### src/rtl/ex_mem_stage_pkg.sv
// Shared types for the EX->MEM pipeline register.
//   mem_size_t : funct3 encodings of load/store access size
//   ex_mem_t   : registered MEM-stage bundle
//   PC_INCR    : link offset for JAL/JALR (PC of the next sequential instr)
package ex_mem_stage_pkg;

  localparam int XLEN_P  = 32;
  localparam int PC_INCR = 4;

  typedef enum logic [2:0] {
    MEM_B  = 3'b000,
    MEM_H  = 3'b001,
    MEM_W  = 3'b010,
    MEM_BU = 3'b100,
    MEM_HU = 3'b101
  } mem_size_t;

  // mem_size is kept as raw funct3 so non-memory instructions can carry
  // whatever bits the decoder produced without an illegal enum value.
  typedef struct packed {
    logic              valid;
    logic [XLEN_P-1:0] pc;
    logic [XLEN_P-1:0] alu_result;
    logic [XLEN_P-1:0] rs2;
    logic [4:0]        rd;
    logic              reg_write;
    logic              mem_read;
    logic              mem_write;
    logic [2:0]        mem_size;
  } ex_mem_t;

endpackage

### src/rtl/ex_mem_stage_branch_resolve.sv
// Combinational branch/jump resolution for the instruction in EX.
//   acc_i            : instruction is being accepted this cycle
//   pc_i/imm_i       : EX PC and sign-extended immediate
//   alu_result_i     : ALU output (rs1+imm for JALR)
//   bit_branch_i     : branch-compare result from the ALU
//   is_branch_i/is_jal_i/is_jalr_i : control-transfer kind
//   taken_o          : control transfer happens
//   target_o         : destination PC
//   link_o           : PC + 4 written to rd by JAL/JALR
//   misaligned_o     : target bit1 set (only meaningful when taken_o)
module branch_resolve
  import ex_mem_stage_pkg::*;
#(
  parameter int XLEN = 32
) (
  input  logic            acc_i,
  input  logic [XLEN-1:0] pc_i,
  input  logic [XLEN-1:0] imm_i,
  input  logic [XLEN-1:0] alu_result_i,
  input  logic            bit_branch_i,
  input  logic            is_branch_i,
  input  logic            is_jal_i,
  input  logic            is_jalr_i,
  output logic            taken_o,
  output logic [XLEN-1:0] target_o,
  output logic [XLEN-1:0] link_o,
  output logic            misaligned_o
);

  assign taken_o  = acc_i & ((is_branch_i & bit_branch_i) | is_jal_i | is_jalr_i);
  // JALR clears bit0 of rs1+imm; others are PC-relative, wrapping mod 2^XLEN.
  assign target_o = is_jalr_i ? {alu_result_i[XLEN-1:1], 1'b0} : (pc_i + imm_i);
  assign link_o   = pc_i + XLEN'(PC_INCR);
  assign misaligned_o = taken_o & target_o[1];

endmodule

### src/rtl/ex_mem_stage.sv
// EX->MEM pipeline register with branch/jump resolution.
//   clk, rst           : clock, synchronous active-high reset
//   ex_*_i             : EX-stage instruction bundle and ALU results
//   stall_i            : hold the MEM register (memory not ready)
//   flush_i            : insert a bubble instead of the EX instruction
//   mem_*_o            : registered MEM-stage bundle
//   redirect_o/_pc_o   : one-cycle fetch redirect and its target
//   misalign_trap_o    : one-cycle pulse, taken target had bit1 set
// The instruction sitting in EX during a redirect cycle is wrong-path and
// is turned into a bubble via the internal squash flag.
module ex_mem_stage
  import ex_mem_stage_pkg::*;
#(
  parameter int              XLEN     = 32,
  parameter logic [XLEN-1:0] RESET_PC = 32'h0000_0000
) (
  input  logic            clk,
  input  logic            rst,
  input  logic            ex_valid_i,
  input  logic [XLEN-1:0] ex_pc_i,
  input  logic [XLEN-1:0] ex_imm_i,
  input  logic [XLEN-1:0] alu_result_i,
  input  logic            bit_branch_i,
  input  logic            ex_is_branch_i,
  input  logic            ex_is_jal_i,
  input  logic            ex_is_jalr_i,
  input  logic [XLEN-1:0] ex_rs2_i,
  input  logic [4:0]      ex_rd_i,
  input  logic            ex_reg_write_i,
  input  logic            ex_mem_read_i,
  input  logic            ex_mem_write_i,
  input  logic [2:0]      ex_mem_size_i,
  input  logic            stall_i,
  input  logic            flush_i,
  output logic            mem_valid_o,
  output logic [XLEN-1:0] mem_pc_o,
  output logic [XLEN-1:0] mem_alu_result_o,
  output logic [XLEN-1:0] mem_rs2_o,
  output logic [4:0]      mem_rd_o,
  output logic            mem_reg_write_o,
  output logic            mem_mem_read_o,
  output logic            mem_mem_write_o,
  output logic [2:0]      mem_mem_size_o,
  output logic            redirect_o,
  output logic [XLEN-1:0] redirect_pc_o,
  output logic            misalign_trap_o
);

  ex_mem_t         mem_q, mem_d;
  logic            squash_q;
  logic            redirect_q, redirect_d;
  logic            misalign_q, misalign_d;
  logic [XLEN-1:0] redirect_pc_q;

  logic            acc;
  logic            taken;
  logic [XLEN-1:0] target;
  logic [XLEN-1:0] link;
  logic            misaligned;
  logic            kill_wb;

  // flush beats both the squash and a taken decision
  assign acc = ex_valid_i & ~squash_q & ~flush_i;

  branch_resolve #(.XLEN(XLEN)) u_resolve (
    .acc_i        (acc),
    .pc_i         (ex_pc_i),
    .imm_i        (ex_imm_i),
    .alu_result_i (alu_result_i),
    .bit_branch_i (bit_branch_i),
    .is_branch_i  (ex_is_branch_i),
    .is_jal_i     (ex_is_jal_i),
    .is_jalr_i    (ex_is_jalr_i),
    .taken_o      (taken),
    .target_o     (target),
    .link_o       (link),
    .misaligned_o (misaligned)
  );

  // A misaligned jump still occupies MEM (so the trap has a PC) but must
  // not write rd or touch memory.
  assign kill_wb = ~acc | misaligned;

  always_comb begin
    mem_d            = '0;
    mem_d.valid      = acc;
    mem_d.pc         = ex_pc_i;
    mem_d.alu_result = (ex_is_jal_i | ex_is_jalr_i) ? link : alu_result_i;
    mem_d.rs2        = ex_rs2_i;
    mem_d.rd         = ex_rd_i;
    // conditional branches never write rd, taken or not
    mem_d.reg_write  = ex_reg_write_i & ~ex_is_branch_i & ~kill_wb;
    mem_d.mem_read   = ex_mem_read_i  & ~kill_wb;
    mem_d.mem_write  = ex_mem_write_i & ~kill_wb;
    mem_d.mem_size   = ex_mem_size_i;
    redirect_d       = taken & ~misaligned;
    misalign_d       = misaligned;
  end

  always_ff @(posedge clk) begin
    if (rst) begin
      mem_q         <= '0;
      mem_q.pc      <= RESET_PC;
      squash_q      <= 1'b0;
      redirect_q    <= 1'b0;
      misalign_q    <= 1'b0;
      redirect_pc_q <= '0;
    end else if (stall_i) begin
      // Events are pulses; the squash flag survives the stall so the
      // wrong-path instruction is still killed once EX advances.
      redirect_q    <= 1'b0;
      misalign_q    <= 1'b0;
    end else begin
      mem_q         <= mem_d;
      squash_q      <= redirect_d;
      redirect_q    <= redirect_d;
      misalign_q    <= misalign_d;
      redirect_pc_q <= target;
    end
  end

  assign mem_valid_o      = mem_q.valid;
  assign mem_pc_o         = mem_q.pc;
  assign mem_alu_result_o = mem_q.alu_result;
  assign mem_rs2_o        = mem_q.rs2;
  assign mem_rd_o         = mem_q.rd;
  assign mem_reg_write_o  = mem_q.reg_write;
  assign mem_mem_read_o   = mem_q.mem_read;
  assign mem_mem_write_o  = mem_q.mem_write;
  assign mem_mem_size_o   = mem_q.mem_size;
  assign redirect_o       = redirect_q;
  assign redirect_pc_o    = redirect_pc_q;
  assign misalign_trap_o  = misalign_q;

endmodule

### config.mk
export PLATFORM = sky130hd
export DESIGN_NAME = ex_mem_stage
export DESIGN_NICKNAME = d
export VERILOG_FILES = /design/src/rtl/ex_mem_stage_pkg.sv /design/src/rtl/ex_mem_stage_branch_resolve.sv /design/src/rtl/ex_mem_stage.sv
export SDC_FILE = /design/constraint.sdc
export NUM_CORES = 1
export LEC_CHECK = 0
export BUFFER_PORTS_ARGS = -buffer_cell sky130_fd_sc_hd__buf_2
export CAP_MARGIN = 20
export CORE_ASPECT_RATIO = 0.7
export CORE_UTILIZATION = 45
export DETAILED_ROUTE_END_ITERATION = 10
export PLACE_DENSITY = 0.78
export SLEW_MARGIN = 20
export SYNTH_ARGS = -nofsm -noshare
export SYNTH_HDL_FRONTEND = slang
export SYNTH_SLANG_ARGS = --single-unit
### constraint.sdc
create_clock -name clk -period 2.1 [get_ports clk]
set_input_delay 0.105 -clock clk [delete_from_list [all_inputs] [get_ports clk]]
set_output_delay 0.105 -clock clk [all_outputs]
set_load 0.02 [all_outputs]
# After elaboration in Yosys (flattened, before gate mapping)
# Cells that the tools add are included.
# Widths: inputs -> output; s select.
# classes
add_sub_neg	2
bitwise	20
n_reduce_logical	1
muxes	2
# op_table
operator	count
$mux 32	2
$add 32x3->32 const B	1
$add 32x32->32	1
$and 1x1->1	10
$not 1->1	6
$or 1x1->1	4
$reduce_or 2->1	1
# word_totals
reg_bits	143

# Longest topological paths before layout
# Gate-level depths: netlist of run 1.
# depth
word_depth	8
mapped_depth	10

# Cells and area by module
# Synthesis of run 1 repeated with hierarchy kept, for this count alone.
# unflattened
hier_cells	975
hier_area_um2	8308.0
# by_module_without_submodules
module	seq_area_each_um2	n_inst	cells_per_inst	area_per_inst_um2
ex_mem_stage	2862.7	1	547	5642.9
branch_resolve	0.0	1	428	2665.1

# Worst setup path after synthesis of run 1
# Ideal clock, no wire load.
# synth_path
path_type	input port to flip-flop
startpoint	input port ex_pc_i[0]
endpoint	register redirect_pc_q[28], in the netlist redirect_pc_o[28]
cell_stages	10
required_time_ns	1.972
arrival_ns	2.159
path_slack_ns	-0.187
cell_sequence	ha_1 > fa_1 > a211oi_1 > o211ai_1 > and3_1 > o31ai_2 > o21ai_0 > a31oi_1 > xor2_1 > o21ai_0
# synth_between
elab_chain_cells	2
# synth_lines
element	line	rtl
from (decl)	ex_mem_stage.sv:20	input logic [XLEN-1:0] ex_pc_i,
$add 32x32->32	ex_mem_stage_branch_resolve.sv:32	assign target_o = is_jalr_i ? {alu_result_i[XLEN-1:1], 1'b0} : (pc_i + imm_i);
$mux 32	ex_mem_stage_branch_resolve.sv:32	
to (signal assigned)	ex_mem_stage.sv:118	redirect_pc_q <= target;
to (decl)	ex_mem_stage.sv:53	logic [XLEN-1:0] redirect_pc_q;
# Every way passes these cells.
# A chain may end at the register's enable or synchronous reset.

# Worst setup path after layout of run 1
# layout_path
startpoint	input port ex_pc_i[1]
endpoint	register redirect_pc_q[25], in the netlist redirect_pc_o[25]
# The elaborated chain is that of the path after synthesis.

==> qor.csv, run 1 <==
metric,value,unit
intPower,5.550,mW
nets,1523,
core.rowCount,39,
synth_area_leader_cell,dfxtp_1,
die_w,156.5,µm
fin_area,11410,µm²
worstReg2RegStart,squash_q,
finalNonFillerCells,1582,
yosys_most_used_dff,dfxtp_1,
synth.avg_cell_area,8.377,µm²
powerDensity,722.1,nW/µm²
crit_type,primary input to flip-flop,
synth_edf_count,0,
max-cap-violations,0,
cts_buffers,17,
final_antenna_net_count,0,
vdd_drop_max,0.0004731,V
drcViolationCount,0,
cellLeakagePower,5.595,nW
io_buffers,289,
vias,8513,
root_buffer,clkbuf_16,
finalSetupTns,0,ns
worstPathArrival,2.46,ns
ioPinCount,290,
syn_area,7522,µm²
yosys.area_share.simple,17.60,%
worstMarginPinSlew,0.8713,ns
drive_gt1_share,34.91,%
grt_pass1_vias,7983,
yosysSeqAreaShare,38.06,%
synth_xor_xnor_area_share,6.404,%
hold_path_class,primary input to flip-flop,
rrSetupSlack,1.03,ns
synthesis.nets,1079,
endpoint_kind,flip-flop,
max_freq,476.8,MHz
synth_fa_ha_area_share,5.589,%
clk_latency,0.42,ns
clkTransAtPathRegs,0.07,ns
hold_start,ex_pc_i[29],
switching_share,32.63,%
clock_tree.buffer_depth,2,
viasPerCell,5.381,
ys_ff_latch,143,
period_needed,2.097,ns
drv_slew,0,
setup_violations,0,
fp.dieH,110.2,µm
synthMuxAreaShare,10.38,%
core-area,16350,µm²
whs,0.01409,ns
clockPowerShare,37.6,%
dp_hpwl,20260,µm
synth_area_leaders,"dfxtp_1 (38%), mux2i_1 (10%), nor2_1 (8.3%)",
worstSetupStartpointType,primary input,
synth-async-reset-ratio,0,%
cts.sinks,143,
grt_pass1_wl,42480,µm
overflow,0,
wire_per_inst,18.10,µm
placedCellCount,1481,
synth_warnings,0,
place_congestion,0.9342,
period_share,99.86,%
wl,28630,µm
hold_viol_final,0,
postSynthCellCount,898,
outcome,completed,
crit_start,ex_pc_i[1],
htree_levels,4,
ys_types,62,
placed_area,10090,µm²
pwr-share-comb,26.1,%
p_seq_share,36.3,%
synth.top_cell.area_share,38.06,%
dr.pass1.iters,5,
antenna_found_initial,1,
critPathMaxFanout,3,
grt_usage,32.30,%
ys_top_cells_by_count,"nor2_1 (166), dfxtp_1 (143), mux2i_1 (78)",
switchingPower,2.688,mW
cts_tree,done,
fp.dieArea,17240,µm²
grt_max_degree,82,
totalPowerFinal,8.237,mW
synth_compound_gate_area_share,18.55,%
drtIter0Drc,693,
crit_required,2.47,ns
area_delta_synth_final,51.65,%
synth_top_family_by_area,compound AO/OA/AOI/OAI gates,
rsz0062_at_grt,yes,
yosysMostFrequentCell,nor2_1,
slew_headroom,41.91,%
initial_utilization,46.02,%
skew,0.0007428,ns
routing by layer:
metal  up-vias  global-route usage (%)  part of all wire (%)
li1       4067                       -                     -
met1      3981                   42.33                    44
met2       409                   49.81                    45
met3        56                   9.109                   9.0
met4         0                   14.01                   2.6
met5         -                       0                     0
layout make-up:
type                            instances  area, µm²
Fill cell                            1261       4940
Multi-Input combinational cell        687       4519
Timing Repair Buffer                  480       3093
Sequential cell                       143       2863
Clock buffer                           17      425.4
Tap cell                              225      281.5
Clock inverter                         15      171.4
Inverter                               13      48.80
Antenna cell                            2      5.005
cell families (layout without fill, tap and decap cells):
logic type	count (synthesis)	in the layout
AND/OR/NAND/NOR	299	299
AO/OA/AOI/OAI	222	222
flip-flops	143	143
multiplexers	78	78
buffers and inverters	68	525
XOR/XNOR	55	55
adder cells (fa/ha/maj)	33	33
other	0	2
worst max-delay path, stage by stage:
cell and delay, ns:
buf_2 0.12, ha_1 0.27, a21oi_1 0.05, buf_4 0.14, nand4b_1 0.32, a2111oi_4 0.38
nor3_2 0.10, o31ai_4 0.30, a41oi_2 0.16, or4_1 0.41, nand3_1 0.09
final timing paths:
kind	end	depth (start not counted)
worst max-delay path	redirect_pc_o[25]	11
worst min-delay path	mem_pc_o[29]	3
worst max register to register	mem_reg_write_o	4
worst min register to register	mem_valid_o	2
power by group through the flow:
stage / clock (mW) / sequential (mW) / combinational (mW)
2_1_floorplan: 0 / 3.26 / 0.871
3_3_place_gp: 0 / 3.04 / 1.94
3_5_place_dp: 0 / 3.05 / 1.96
4_1_cts: 3.12 / 2.99 / 2.08
5_1_grt: 3.25 / 3.01 / 2.31
6_report: 3.09 / 2.99 / 2.15
layout by cell type (no fill, tap or decap), types with 4 or more instances in the layout:
cell	count
a22oi_1	15
a211oi_1	14
nor3b_1	4
o21ai_0	58
nand2_1	60
nand4_1	12
nor2b_1	8
nor2_1	164
a211o_1	4
a21o_1	14
inv_6	5
o21bai_1	5
buf_2	287
a31oi_1	4
inv_1	13
and4_1	5
xnor2_1	27
a22o_1	4
clkbuf_16	17
buf_4	123
dfxtp_1	143
nand3_1	17
nor3_1	5
xor2_1	27
ha_1	29
dlygate4sd3_1	65
mux2i_1	78
a21oi_1	72
inv_8	5
through the flow:
step | utilization (%) | setup slack [ns]
3_5_place_dp | 61.72 | -0.3949
4_1_cts | 69.35 | 0.01042
2_1_floorplan | - | 0.002541
6_report | 69.78 | 0.002859
5_1_grt | 69.77 | -0.07384
3_3_place_gp | 61.72 | -0.3474
sequential cells by signal, summed over array words and instances (netlist names), 3 cells and up:
register          cells
mem_alu_result_o     32
mem_pc_o             32
mem_rs2_o            32
redirect_pc_o        32
mem_rd_o              5
mem_mem_size_o        3
timing repair:
item	in CTS	in global routing
endpoints found under the hold margin	71	0
setup endpoints to repair	0	10
gates resized for setup	0	10
hold buffers	65	0
buffers inserted	0	2
(Power assumes the default switching activity.)
==> run 2, diff against run 1 <==
==> constraint.sdc (replaced) <==
create_clock -name clk -period 2.1 [get_ports clk]
set_input_delay 0.21 -clock clk [delete_from_list [all_inputs] [get_ports clk]]
set_output_delay 0.21 -clock clk [all_outputs]
set_load 0.02 [all_outputs]
==> qor.csv, run 2 (synthesis gave the netlist of run 1 again) <==
metric,value,unit
outcome,finished with violations,
violations,setup timing,
final_core_util,66.16,%
clk_latency,0.42,ns
grt_usage,29.17,%
overflow,0,
critPathMaxFanout,3,
setup_violations,2,
finalNonFillerCells,1522,
area_delta_synth_final,43.78,%
skew,0.006011,ns
rsz0062_at_grt,yes,
worstPathCellList,buf_8 -> ha_4 -> fa_2 -> a211oi_2 -> o211ai_1 -> and3_4 -> nor4_4 -> o41ai_4 -> a31oi_2 -> mux2i_1 -> a221o_1,
finalSetupTns,-0.06784,ns
vias,8154,
ioPinCount,290,
dr.pass1.iters,5,
max-cap-violations,0,
slew_headroom,44.44,%
max_freq,467.3,MHz
io_buffers,289,
crit_slowest_cell,fa_2,
viasPerCell,5.357,
final_common_cell,buf_2,
crit_family,compound AO/OA/AOI/OAI gates,
core-area,16350,µm²
wire_per_inst,17.16,µm
drtIter0Drc,654,
crit_path_max_incr_delay,0.39,ns
place_congestion,0.9730,
powerDensity,731.4,nW/µm²
hold_viol_final,0,
clock_tree.buffer_depth,2,
hold_path_class,primary input to flip-flop,
wl,26120,µm
drive_gt1_share,37.63,%
cts_buffers,17,
antenna_cells,0,
root_buffer,clkbuf_16,
cellLeakagePower,5.329,nW
dp_hpwl,20170,µm
drv_slew,0,
worstMarginPinSlew,0.8334,ns
grt_pass1_vias,7358,
whs,0.01507,ns
final_antenna_net_count,0,
die_w,156.5,µm
period_needed,2.140,ns
crit_required,2.41,ns
period_share,101.9,%
placedCellCount,1489,
nets,1465,
worstPathArrival,2.45,ns
worstSetupStartpointType,primary input,
fp.dieArea,17240,µm²
endpoint_kind,flip-flop,
drcViolationCount,0,
initial_utilization,46.02,%
final_cell_mix,"buf_2 (283), nor2_1 (165), dfxtp_1 (143)",
htree_levels,4,
vdd_drop_max,0.0004251,V
crit_type,primary input to flip-flop,
cts.sinks,143,
grt_pass1_wl,38380,µm
setup_ws,-0.04007,ns
clkTransAtPathRegs,0.07,ns
antenna_found_initial,0,
fp.dieH,110.2,µm
path_buf_inv,1,
grt_max_degree,74,
cts_tree,done,
core.rowCount,39,
==> run 2: power by group <==
part	switching (mW)	internal, mW
Sequential	0.0930	2.90
Combinational	1.17	0.891
Clock	1.32	1.55
==> run 2: final cells by class <==
type | count | area (µm²)
Timing Repair Buffer | 422 | 2485
Sequential cell | 143 | 2863
Multi-Input combinational cell | 687 | 4586
Inverter | 13 | 48.80
Clock buffer | 17 | 425.4
Clock inverter | 15 | 126.4
Tap cell | 225 | 281.5
Fill cell | 1364 | 5532
==> run 2: repair_timing <==
item / CTS / global route
endpoints found under the setup margin: 0 / 9
hold buffers: 1 / 0
hold endpoints to repair: 1 / 0
buffers inserted: 0 / 1
gates resized for setup: 0 / 23
==> run 2: layer usage <==
metal  GRT usage (%)  vias to the layer above  share of wire, %
met5               0                        -                 0
met1           40.15                     3819                46
met4           8.333                        0               1.4
li1                -                     3949                 -
met2           46.43                      355                45
met3           5.747                       31               7.7
==> run 2: path summary, 6_finish.rpt <==
| check | startpoint | to | slack, ns | depth (start not counted) |
|---|---|---|---|---|
| worst max-delay path | ex_pc_i[0] | redirect_pc_o[30] | -0.04 | 11 |
| worst min-delay path | ex_mem_size_i[0] | mem_mem_size_o[0] | 0.02 | 3 |
| worst max register to register | squash_q | mem_reg_write_o | 1.08 | 4 |
| worst min register to register | mem_valid_o | mem_valid_o | 0.44 | 2 |
==> run 2: metrics by stage <==
stage | instance area (µm²) | power [mW] | setup slack [ns]
after CTS | 10720 | 7.891 | 0.01704
after global routing | 10820 | 8.260 | -0.1469
after floorplan | 7636 | 4.143 | -0.07455
after detailed placement | 10160 | 5.030 | -0.4262
final | 10820 | 7.911 | -0.04007
after global placement | 10160 | 5.000 | -0.3669
==> run 2: worst register-to-register path, cell delays in order, from the launching register on <==
cell	delay, ns
dfxtp_1	0.31
nor2_1	0.10
nand3_1	0.14
nor2_1	0.23
a32o_1	0.19
